==> src/rtl/rmii_rx_if.sv <==
// Received byte stream from the RMII receive path to the frame parser.
// The master side drives the stream; the slave side consumes it.
interface rmii_rx_if;
    logic [7:0] rx_data;
    logic       rx_valid;
    logic       rx_sof;
    logic       rx_eof;
    logic       rx_err;
    logic       fcs_err;

    modport master (output rx_data, rx_valid, rx_sof, rx_eof, rx_err, fcs_err);
    modport slave  (input  rx_data, rx_valid, rx_sof, rx_eof, rx_err, fcs_err);
endinterface

==> src/rtl/rmii_rx.sv <==
// RMII receive path: preamble/SFD strip, dibit-to-byte packing, sof/eof/err framing.
// Define RMII_RX_FCS_CHECK_EN to enable the CRC-32 residue check on fcs_err.
module rmii_rx #(
    parameter int MIN_BYTES = 64,
    parameter int MAX_BYTES = 1522,
    parameter int CNT_W     = 11
) (
    input  logic     clk_50MHz,
    input  logic     rst,
    input  logic     CRS,
    input  logic     RX0,
    input  logic     RX1,
    rmii_rx_if.master rx
);
    localparam logic [2:0] IDLE     = 3'd0;
    localparam logic [2:0] PREAMBLE = 3'd1;
    localparam logic [2:0] DATA     = 3'd2;
    localparam logic [2:0] ABORT    = 3'd3;
    localparam logic [2:0] DROP     = 3'd4;

    logic [2:0]       state;
    logic [1:0]       d;
    logic             crs, crs_prev;
    logic [5:0]       sr;
    logic [7:0]       hold;
    logic             hold_full, first;
    logic [1:0]       dcnt;
    logic [CNT_W-1:0] bcnt;
    logic [7:0]       byte_nxt;
    logic [CNT_W-1:0] bcnt_nxt;
    logic             fcs_bad;

    assign byte_nxt = {d, sr};
    assign bcnt_nxt = bcnt + 1'b1;

`ifdef RMII_RX_FCS_CHECK_EN
    logic [31:0] crc;

    function automatic logic [31:0] crc_byte(input logic [31:0] c, input logic [7:0] b);
        logic [31:0] r;
        r = c ^ {24'h0, b};
        for (int i = 0; i < 8; i++)
            r = r[0] ? ((r >> 1) ^ 32'hEDB88320) : (r >> 1);
        return r;
    endfunction

    // Reflected register form: DEBB20E3 is C704DD7B bit-reversed.
    assign fcs_bad = (crc != 32'hDEBB20E3);

    always_ff @(posedge clk_50MHz) begin
        if (rst)
            crc <= 32'hFFFFFFFF;
        else if (state == PREAMBLE && crs && d == 2'b11)
            crc <= 32'hFFFFFFFF;
        else if (state == DATA && crs && dcnt == 2'd3)
            crc <= crc_byte(crc, byte_nxt);
    end
`else
    assign fcs_bad = 1'b0;
`endif

    always_ff @(posedge clk_50MHz) begin
        if (rst) begin
            state       <= IDLE;
            d           <= 2'b00;
            // Treat the line as already busy so a frame in flight is never joined mid-way.
            crs         <= 1'b1;
            crs_prev    <= 1'b1;
            sr          <= '0;
            hold        <= '0;
            hold_full   <= 1'b0;
            first       <= 1'b0;
            dcnt        <= '0;
            bcnt        <= '0;
            rx.rx_data  <= '0;
            rx.rx_valid <= 1'b0;
            rx.rx_sof   <= 1'b0;
            rx.rx_eof   <= 1'b0;
            rx.rx_err   <= 1'b0;
            rx.fcs_err  <= 1'b0;
        end else begin
            d           <= {RX1, RX0};
            crs         <= CRS;
            crs_prev    <= crs;
            rx.rx_valid <= 1'b0;
            rx.rx_sof   <= 1'b0;
            rx.rx_eof   <= 1'b0;
            rx.rx_err   <= 1'b0;
            rx.fcs_err  <= 1'b0;

            case (state)
                IDLE: begin
                    if (crs && !crs_prev && d == 2'b01)
                        state <= PREAMBLE;
                end
                PREAMBLE: begin
                    if (!crs)
                        state <= IDLE;
                    else if (d == 2'b11) begin
                        state     <= DATA;
                        dcnt      <= '0;
                        bcnt      <= '0;
                        hold_full <= 1'b0;
                        first     <= 1'b1;
                    end else if (d != 2'b01)
                        state <= DROP;
                end
                DATA: begin
                    if (!crs) begin
                        if (hold_full) begin
                            rx.rx_valid <= 1'b1;
                            rx.rx_data  <= hold;
                            rx.rx_sof   <= first;
                            rx.rx_eof   <= 1'b1;
                            rx.rx_err   <= (dcnt != 2'd0) || (bcnt < CNT_W'(MIN_BYTES));
                            rx.fcs_err  <= fcs_bad;
                        end
                        hold_full <= 1'b0;
                        first     <= 1'b0;
                        state     <= IDLE;
                    end else begin
                        sr   <= byte_nxt[7:2];
                        dcnt <= dcnt + 1'b1;
                        if (dcnt == 2'd3) begin
                            // One byte of hold so the last byte can carry eof.
                            if (hold_full) begin
                                rx.rx_valid <= 1'b1;
                                rx.rx_data  <= hold;
                                rx.rx_sof   <= first;
                                first       <= 1'b0;
                            end
                            hold      <= byte_nxt;
                            hold_full <= 1'b1;
                            bcnt      <= bcnt_nxt;
                            if (bcnt_nxt == CNT_W'(MAX_BYTES + 1))
                                state <= ABORT;
                        end
                    end
                end
                ABORT: begin
                    rx.rx_valid <= 1'b1;
                    rx.rx_data  <= hold;
                    rx.rx_sof   <= first;
                    rx.rx_eof   <= 1'b1;
                    rx.rx_err   <= 1'b1;
                    rx.fcs_err  <= fcs_bad;
                    hold_full   <= 1'b0;
                    first       <= 1'b0;
                    state       <= crs ? DROP : IDLE;
                end
                DROP: begin
                    if (!crs)
                        state <= IDLE;
                end
                default: state <= IDLE;
            endcase
        end
    end
endmodule

==> src/flat_wrapper.sv <==
// flat-port wrapper written by rule: the top's interface ports become plain ports
module rmii_rx_flat 
#(
    parameter int MIN_BYTES = 64,
    parameter int MAX_BYTES = 1522,
    parameter int CNT_W     = 11
)
  (clk_50MHz, rst, CRS, RX0, RX1, rx_rx_data, rx_rx_valid, rx_rx_sof, rx_rx_eof, rx_rx_err, rx_fcs_err);
  rmii_rx_if rx_i ();
  input  logic clk_50MHz;
  input  logic rst;
  input  logic CRS;
  input  logic RX0;
  input  logic RX1;
  output wire logic [$bits(rx_i.rx_data)-1:0] rx_rx_data;
  output wire logic [$bits(rx_i.rx_valid)-1:0] rx_rx_valid;
  output wire logic [$bits(rx_i.rx_sof)-1:0] rx_rx_sof;
  output wire logic [$bits(rx_i.rx_eof)-1:0] rx_rx_eof;
  output wire logic [$bits(rx_i.rx_err)-1:0] rx_rx_err;
  output wire logic [$bits(rx_i.fcs_err)-1:0] rx_fcs_err;
  assign rx_rx_data = rx_i.rx_data;
  assign rx_rx_valid = rx_i.rx_valid;
  assign rx_rx_sof = rx_i.rx_sof;
  assign rx_rx_eof = rx_i.rx_eof;
  assign rx_rx_err = rx_i.rx_err;
  assign rx_fcs_err = rx_i.fcs_err;
  rmii_rx #(.MIN_BYTES(MIN_BYTES), .MAX_BYTES(MAX_BYTES), .CNT_W(CNT_W)) u_core (.clk_50MHz(clk_50MHz), .rst(rst), .CRS(CRS), .RX0(RX0), .RX1(RX1), .rx(rx_i));
endmodule
==> config.mk <==
export PLATFORM = sky130hd
export DESIGN_NAME = rmii_rx_flat
export DESIGN_NICKNAME = d
export VERILOG_FILES = /design/src/rtl/rmii_rx_if.sv /design/src/rtl/rmii_rx.sv /design/src/flat_wrapper.sv
export SDC_FILE = /design/constraint.sdc
export NUM_CORES = 1
export LEC_CHECK = 0
export ABC_AREA = 1
export CAP_MARGIN = 25
export CORE_MARGIN = 4
export CORE_UTILIZATION = 47
export CTS_CLUSTER_DIAMETER = 40
export CTS_CLUSTER_SIZE = 28
export DETAILED_ROUTE_END_ITERATION = 16
export GPL_TIMING_DRIVEN = 0
export HOLD_SLACK_MARGIN = 0.06
export PLACE_DENSITY = 0.7
export SETUP_SLACK_MARGIN = 0.15
export SYNTH_ARGS = -nofsm -noshare
export SYNTH_HDL_FRONTEND = slang
export SYNTH_SLANG_ARGS = --single-unit
==> constraint.sdc <==
create_clock -name clk_50MHz -period 2.1 [get_ports clk_50MHz]
set_input_delay 0.42 -clock clk_50MHz [delete_from_list [all_inputs] [get_ports clk_50MHz]]
set_output_delay 0.42 -clock clk_50MHz [all_outputs]
set_load 0.01 [all_outputs]
Word level (Yosys, flattened, before mapping)
Index checks and enable logic that the tools add are counted.
{ "classes": {"mux": 47, "n_eq_ne": 19, "n_reduce_logical": 17, "order_cmp": 1, "addsub": 2} }
{ "ops": {"columns": ["operator", "n"], "rows": [
  ["2-to-1 mux 11 bit", 4],
  ["2-to-1 mux 3 bit", 9],
  ["2-to-1 mux 8 bit", 3],
  ["one-hot mux 11 bit (2 select lines)", 1],
  ["2-to-1 mux 1 bit", 18],
  ["one-hot mux 8 bit (2 select lines)", 1],
  ["one-hot mux 3 bit (5 select lines)", 1],
  ["AND reduction 5 bit", 3],
  ["inequality test 2 x 1 -> 1 bit (second input constant)", 6],
  ["adder 11 x 1 -> 11 bit (second input constant)", 1],
  ["== test 11 bit (second input constant)", 1],
  ["less-than comparator 11 x 7 -> 1 bit (second input constant)", 1],
  ["inequality test 3 bit (second input constant)", 3],
  ["one-hot mux 1 bit (2 select lines)", 4],
  ["AND reduction 4 bit", 2],
  ["== test 3 x 2 -> 1 bit (second input constant)", 2],
  ["2-to-1 mux 2 bit", 3],
  ["one-hot mux 1 bit (3 select lines)", 2],
  ["nonzero test 2 bit", 3],
  ["== test 2 bit (second input constant)", 2],
  ["inequality test 4 bit (second input constant)", 1],
  ["one-hot mux 2 bit (2 select lines)", 1],
  ["AND reduction 2 bit", 2],
  ["== test 3 x 1 -> 1 bit (second input constant)", 1],
  ["10 further kinds", 11]
]} }
{ "totals": {"output_inout_bits": 13, "in_bits": 5, "ff_bits": 48, "wordCells": 101} }

Depth between registers and ports, before layout
Gate-level depths: netlist of run 1.
{ "logic_depth": {"ltp_word": 6, "ltp_mapped": 13, "ltp_nobuf": 13} }

Worst setup path after synthesis of run 1
Ideal clock, no wire load.
{ "synth_timing": {"path_kind": "reg-to-reg", "startpoint": "register u_core.bcnt[1]", "endpoint": "register u_core.state[0]", "arrival_ns": 1.414, "setup_time_ns": 0.115, "n_path_buf": 0, "setup_slack_ns": 0.571, "path_stages_with_launch": 12, "required_time_ns": 1.985, "synth_period_minus_slack_ns": 1.529, "path_cell_list": "dfxtp_1 > ha_1 > nand2_1 > nor2_1 > nand2_1 > xor2_1 > nor2_1 > nand3_1 > nand2_2 > nand3_1 > nand2_1 > nor2_1"} }
{ "synth_between": {"elab_chain_cells": 4} }
{ "synth_lines": {"columns": ["item", "line", "text"], "rows": [
  ["from (decl)", "rmii_rx.sv:28", "logic [CNT_W-1:0] bcnt;"],
  ["from (signal assigned)", "rmii_rx.sv:134", "bcnt <= bcnt_nxt;"],
  ["adder 11 x 1 -> 11 bit", "rmii_rx.sv:34", "assign bcnt_nxt = bcnt + 1'b1;"],
  ["== test 11 bit", "rmii_rx.sv:135", "if (bcnt_nxt == CNT_W'(MAX_BYTES + 1))"],
  ["inequality test 3 bit (no source line)", null, null],
  ["AND reduction 5 bit (no source line)", null, null],
  ["to (signal assigned)", "rmii_rx.sv:149", "state <= crs ? DROP : IDLE;"],
  ["to (decl)", "rmii_rx.sv:21", "logic [2:0] state;"]
]} }
No other way between the ends.
A chain may end at the register's enable or synchronous reset.

Worst setup path in the final report of run 1
{ "layout_timing": {"startpoint": "register u_core.dcnt[0]", "endpoint": "register u_core.rx.rx_sof"} }
{ "layout_between": {"elab_chain_cells": 4} }
{ "layout_lines": {"columns": ["item", "line", "text"], "rows": [
  ["from (decl)", "rmii_rx.sv:27", "logic [1:0] dcnt;"],
  ["from (signal assigned)", "rmii_rx.sv:123", "dcnt <= dcnt + 1'b1;"],
  ["== test 2 bit", "rmii_rx.sv:124", "if (dcnt == 2'd3) begin"],
  ["2-to-1 mux 1 bit", "rmii_rx.sv:124", null],
  ["2-to-1 mux 1 bit", "rmii_rx.sv:109", "if (!crs) begin"],
  ["one-hot mux 1 bit (2 select lines)", "rmii_rx.sv:91", "case (state)"],
  ["to (signal assigned)", "rmii_rx.sv:113", "rx.rx_sof <= first;"],
  ["to (signal assigned)", "rmii_rx.sv:129", "rx.rx_sof <= first;"],
  ["to (signal assigned)", "rmii_rx.sv:143", "rx.rx_sof <= first;"],
  ["to (decl)", "rmii_rx_if.sv:11", "modport master (output rx_data, rx_valid, rx_sof, rx_eof, rx_err, fcs_err);"]
]} }
No other way between the ends.

==> flow_summary.ini, run 1 <==
[layout]
diodes = 0
nFillCells = 407
drive_gt1_frac = 0.0912
utilization = 0.568
fin_area_um2 = 2510
layout-area-overhead-vs-synth_pct = 15.3
nets = 337

[sta]
finalHoldViolations = 0
worst_pin_slew_ns = 0.584
fin_tns_setup_ns = 0
fmax_ghz = 0.584
fin_ws_ns = 0.386
rsz0062_at_grt = no
whs_ns = 0.451
finClkSkew_ns = 0.00754
finalSetupViolCount = 0
slew_headroom = 0.610
drv_slew = 0
fin_crit_sh = 0.816
min_period_ns = 1.71

[run]
max_cap_viol_count = 0

[critical_path]
cp-end-kind = flop
arrival_ns = 1.89
startpoint_type = flop
crit_type = reg -> reg
cp_max_fo = 10
critical_path_required_ns = 2.28

[cts]
h-tree-depth = 2
ctsLongestPathBuffers = 2
clkLatencyLatePin_ns = 0.30
post_cts_buffers = 0
cts_resized = 0
cts-root-buf = clkbuf_8
cts.sinks = 48
path_clk_slew_ns = 0.09
cts_tree = yes
postCtsHoldBufs = 0
cts-buffers-inserted = 5

[routing]
drc = 0
drt-pass1-iter-count = 4
drtIter0Drc = 118
ant_nets = 0
vias = 1896
drt-total-wl_mm = 4.55
avgRoutedWirePerCell_um = 12.0
drt-vias-per-instance = 4.98

[logic_synthesis]
synth_most_common_cell = nand2_1
synth.net_count = 315
synth-main-ff-cell = dfxtp_1
synth_area_um2 = 2170
ys_types = 30
yosys.area.top_type_share = 0.442
yosysTopAreaCell = dfxtp_1
netlist_instances = 306
synth_edf_count = 0
synth.top_cells.by_area = dfxtp_1 (44%), nand2_1 (13%), a21oi_1 (7.8%)
async_reset_ff_frac = 0
ys_ff_latch = 48
yosysSeqAreaShare = 0.442
synth_area_per_cell_um2 = 7.10
synth.top_cells.by_count = nand2_1 (73), dfxtp_1 (48), nor2_1 (36)
yosys_warnings = 0

[hold_path]
hold_class = reg -> reg

[placement]
place_ws_ns = 0.243
hpwl_mm = 3.28
dpl_cell_area_um2 = 2390
gp_congestion = 0.862
portBuffers = 15

[outcome]
status = finished, final reports clean

[grt]
grt_pass1_wl_mm = 7.89
track_usage = 0.166
grt_pass1_vias = 1691
grt_max_degree = 15
overflow = 0
antenna_found_initial = 0

[floorplanning]
start_util = 0.492
core_area_um2 = 4410
dieArea_um2 = 5780
io_pins = 18
fp.dieW_um = 76
rows = 24
fp.dieH_um = 76

[power_and_ir_drop]
peakVddDrop_uv = 810
power_density_nw_per_um2 = 869
p_leak_nw = 0.958
==> sequential cells by signal (all words and copies together) (netlist names) <==
signal,cells
u_core.bcnt,11
u_core.rx.rx_data,8
u_core.rx.rx_valid,1
u_core.hold_full,1
u_core.crs,1
u_core.rx.rx_eof,1
u_core.first,1
u_core.d,2
u_core.rx.rx_err,1
u_core.sr,6
u_core.crs_prev,1
u_core.state,3
u_core.hold,8
u_core.rx.rx_sof,1
u_core.dcnt,2
==> critical path, stage by stage, from the launching register on <==
cell and delay (ns):
dfxtp_1 0.35, ha_1 0.20, inv_1 0.17, nand2_1 0.12, a31oi_2 0.43, buf_4 0.26
nor3b_1 0.07
==> cell type report <==
type | count | area, um^2 | area share
clock buffers | 6 | 72.6 | 0.0290
well taps | 52 | 65.1 | 0.0260
flip-flops and latches | 48 | 962 | 0.384
repair buffers | 15 | 150 | 0.0599
multi-input cells | 209 | 1020 | 0.405
plain buffers | 12 | 66.3 | 0.0265
clock inverters | 2 | 35.0 | 0.0140
inverters | 37 | 139 | 0.0554
==> cell families (layout without fill, tap and decap cells) <==
family,Yosys count,in the layout,synth area share
xor+xnor,2,2,0.00806
flops,48,48,0.442
simple gates,143,143,0.292
buf+inv,49,72,0.0944
compound gates,59,59,0.139
other cells,1,1,0.00173
fa+ha+maj,4,4,0.0230
==> per-layer routing <==
metal / up-vias / part of all wire / track usage
li1: 1011 / - / -
met1: 842 / 0.50 / 0.224
met2: 37 / 0.44 / 0.256
met3: 6 / 0.042 / 0.0378
met4: 0 / 0.018 / 0.0658
met5: - / 0 / 0
==> through the flow <==
stage          std cells  total power, W
2_1_floorplan        306         0.00141
3_3_place_gp         373         0.00153
3_5_place_dp         373         0.00154
4_1_cts              381         0.00219
5_1_grt              381         0.00231
6_report             381         0.00218
==> layout by cell type (no fill, tap or decap), types with 4 or more instances in the layout <==
master / n
a21oi_1: 34
buf_4: 5
clkbuf_1: 6
clkbuf_8: 5
clkdlybuf4s50_1: 15
dfxtp_1: 47
inv_1: 33
inv_2: 4
nand2_1: 73
nand3_1: 13
nor2_1: 36
o21ai_0: 21
==> power by group <==
part | internal (W) | switching [W]
registers | 0.000989 | 0.0000621
clock network | 0.000354 | 0.000304
logic | 0.000183 | 0.000286
total | 0.00153 | 0.000652
==> path summary, 6_finish.rpt <==
kind | startpoint | to | slack (ns) | cells past startpoint
hold / removal | u_core.rx.rx_data[5] | u_core.rx.rx_data[5] | 0.45 | 2
setup / recovery | u_core.dcnt[0] | u_core.rx.rx_sof | 0.39 | 6
hold reg to reg | u_core.rx.rx_data[5] | u_core.rx.rx_data[5] | 0.45 | 2
setup reg to reg | u_core.dcnt[0] | u_core.rx.rx_sof | 0.39 | 6
Power figures use the tool's default switching activity.
==> run 2: changes to the inputs <==
- clock period: 2.1 -> 1.7 ns (I/O delays scaled with it)
==> run 2 against run 1 <==
  * Worst setup slack lost 0.28 ns
  * First-iteration DRC count grew 30%
  * Clock power up 23%
  * Sequential cell count stayed put
  * Die area unchanged
  * Sequential power is 24% higher
  * Count of clock-buffer cells in the layout did not move
  * Clock skew shrank 0.00074 ns
  * Via count is 3.6% higher
  * Sequential share of layout area fell by 2.3 points
  * Non-clock buffer count increased by 13
  * Global-route usage grew 0.40 points
  * Critical endpoint is now u_core.dcnt[1]
  * Largest cell class unchanged
  * Highest routed layer unchanged
==> flow_summary.ini, run 2 (synthesized netlist as in run 1, its figures left out) <==
[layout]
most-common-layout-cells = nand2_1 (70), dfxtp_1 (38), a21oi_1 (34), nor2_1 (34), inv_1 (31)
nets = 350
top_register = u_core.bcnt
nFillCells = 381
reg_top3 = u_core.bcnt (11), u_core.hold (8), u_core.rx.rx_data (8)
drive_gt1_frac = 0.184
largest_register_ff_count = 11
diodes = 0
layout_commonest_cell = nand2_1
layout-area-overhead-vs-synth_pct = 24.6

[sta]
finalSetupViolCount = 0
drv_slew = 0
finClkSkew_ns = 0.00680
worst_pin_slew_ns = 0.584
slew_headroom = 0.610
rsz0062_at_grt = yes
finalHoldViolations = 0
min_period_ns = 1.59
fin_crit_sh = 0.937
whs_ns = 0.440
fmax_ghz = 0.628
fin_tns_setup_ns = 0

[routing]
vias = 1964
drt-total-wl_mm = 4.89
avgRoutedWirePerCell_um = 12.4
drt-pass1-iter-count = 4
drtIter0Drc = 153
drt-vias-per-instance = 4.98
drc = 0
ant_nets = 0

[floorplanning]
dieArea_um2 = 5780
core_area_um2 = 4410
fp.dieW_um = 76
io_pins = 18
rows = 24
fp.dieH_um = 76
start_util = 0.492

[power_and_ir_drop]
p_comb_frac = 0.248
power_frac_seq = 0.463
p_sw_w = 0.000853
switching_share = 0.304
p_clk_frac = 0.289
peakVddDrop_uv = 959
power_density_nw_per_um2 = 1040
p_leak_nw = 1.12
p_int_w = 0.00195

[critical_path]
cp-end-kind = flop
r2r_cells = 9
crit_type = reg -> reg
cp_max_fo = 6
critical_path_required_ns = 1.86
startpoint_type = flop
arrival_ns = 1.76

[outcome]
status = finished, final reports clean

[cts]
clkLatencyLatePin_ns = 0.30
cts_tree = yes
postCtsHoldBufs = 0
path_clk_slew_ns = 0.09
ctsLongestPathBuffers = 2
cts.sinks = 48
cts-buffers-inserted = 5
h-tree-depth = 2
cts-root-buf = clkbuf_8

[grt]
overflow = 0
grt_pass1_vias = 1732
track_usage = 0.170
antenna_found_initial = 0
grt_max_degree = 15
grt_pass1_wl_mm = 8.10

[run]
max_cap_viol_count = 0

[hold_path]
hold_depth = 2
hold_class = in -> reg

[placement]
portBuffers = 15
hpwl_mm = 3.28
gp_congestion = 0.862
-- run 2: stage by stage --
stage	util	area (um^2)	std cells	power, W	setup WS, ns
floorplan	-	2170	306	0.00174	0.171
global placement	0.541	2390	373	0.00189	-0.136
detailed placement	0.541	2390	373	0.00190	-0.157
CTS	0.592	2620	387	0.00272	0.150
global route	0.613	2710	394	0.00297	-0.0354
finish	0.613	2710	394	0.00280	0.108
-- run 2: per-layer routing --
metal,vias to the layer above,routed length (um),GRT usage
li1,1041,-,-
met1,873,2300,0.225
met2,41,2260,0.270
met3,9,220,0.0378
met4,0,108,0.0641
met5,-,0,0
-- run 2: critical path, cell delays in order (launching register included) --
cell and delay, ns:
dfxtp_2 0.39, inv_1 0.12, o21ai_0 0.29, nand2_1 0.16, nor2_1 0.13, nand2_1 0.08
nand2_1 0.12, inv_2 0.05, nand2_1 0.05, a21oi_1 0.05
-- run 2: worst paths after layout --
path                               end                 start  slack, ns
setup reg to reg        u_core.dcnt[1]            u_core.crs       0.11
hold reg to reg   u_core.rx.rx_data[1]  u_core.rx.rx_data[1]       0.45
hold / removal          u_core.bcnt[7]                   rst       0.44
setup / recovery        u_core.dcnt[1]            u_core.crs       0.11
-- run 2: power by group through the flow --
| stage | Clock, W | Sequential, W | Combinational, W |
|---|---|---|---|
| after floorplan | 0 | 0.00132 | 0.000420 |
| after global placement | 0 | 0.00133 | 0.000562 |
| after detailed placement | 0 | 0.00132 | 0.000575 |
| after CTS | 0.000828 | 0.00130 | 0.000593 |
| after global routing | 0.000887 | 0.00131 | 0.000772 |
| final | 0.000810 | 0.00130 | 0.000695 |
-- run 2: timing repair --
action | 4_1_cts | 5_1_grt
setup endpoints to repair | 16 | 38
pin swaps | 8 | 12
gates cloned | 0 | 1
setup buffers | 6 | 6
gates resized for setup | 21 | 15
-- run 2: layout make-up --
type / count / area [um^2] / share of cell area
clock buffer: 6 / 72.6 / 0.0268
timing repair buffer: 28 / 262 / 0.0966
inverter: 37 / 139 / 0.0513
buffer: 12 / 72.6 / 0.0268
sequential: 48 / 978 / 0.361
clock inverter: 2 / 35.0 / 0.0129
multi-input combinational: 209 / 1080 / 0.400
tap: 52 / 65.1 / 0.0240
==> run 3: changes to the inputs <==
- ABC_CLOCK_PERIOD_IN_PS: default -> 1700
- SKIP_LAST_GASP: default -> 1
==> results of run 3 <==
Final layout, timing and power as in run 2 (identical DEF).
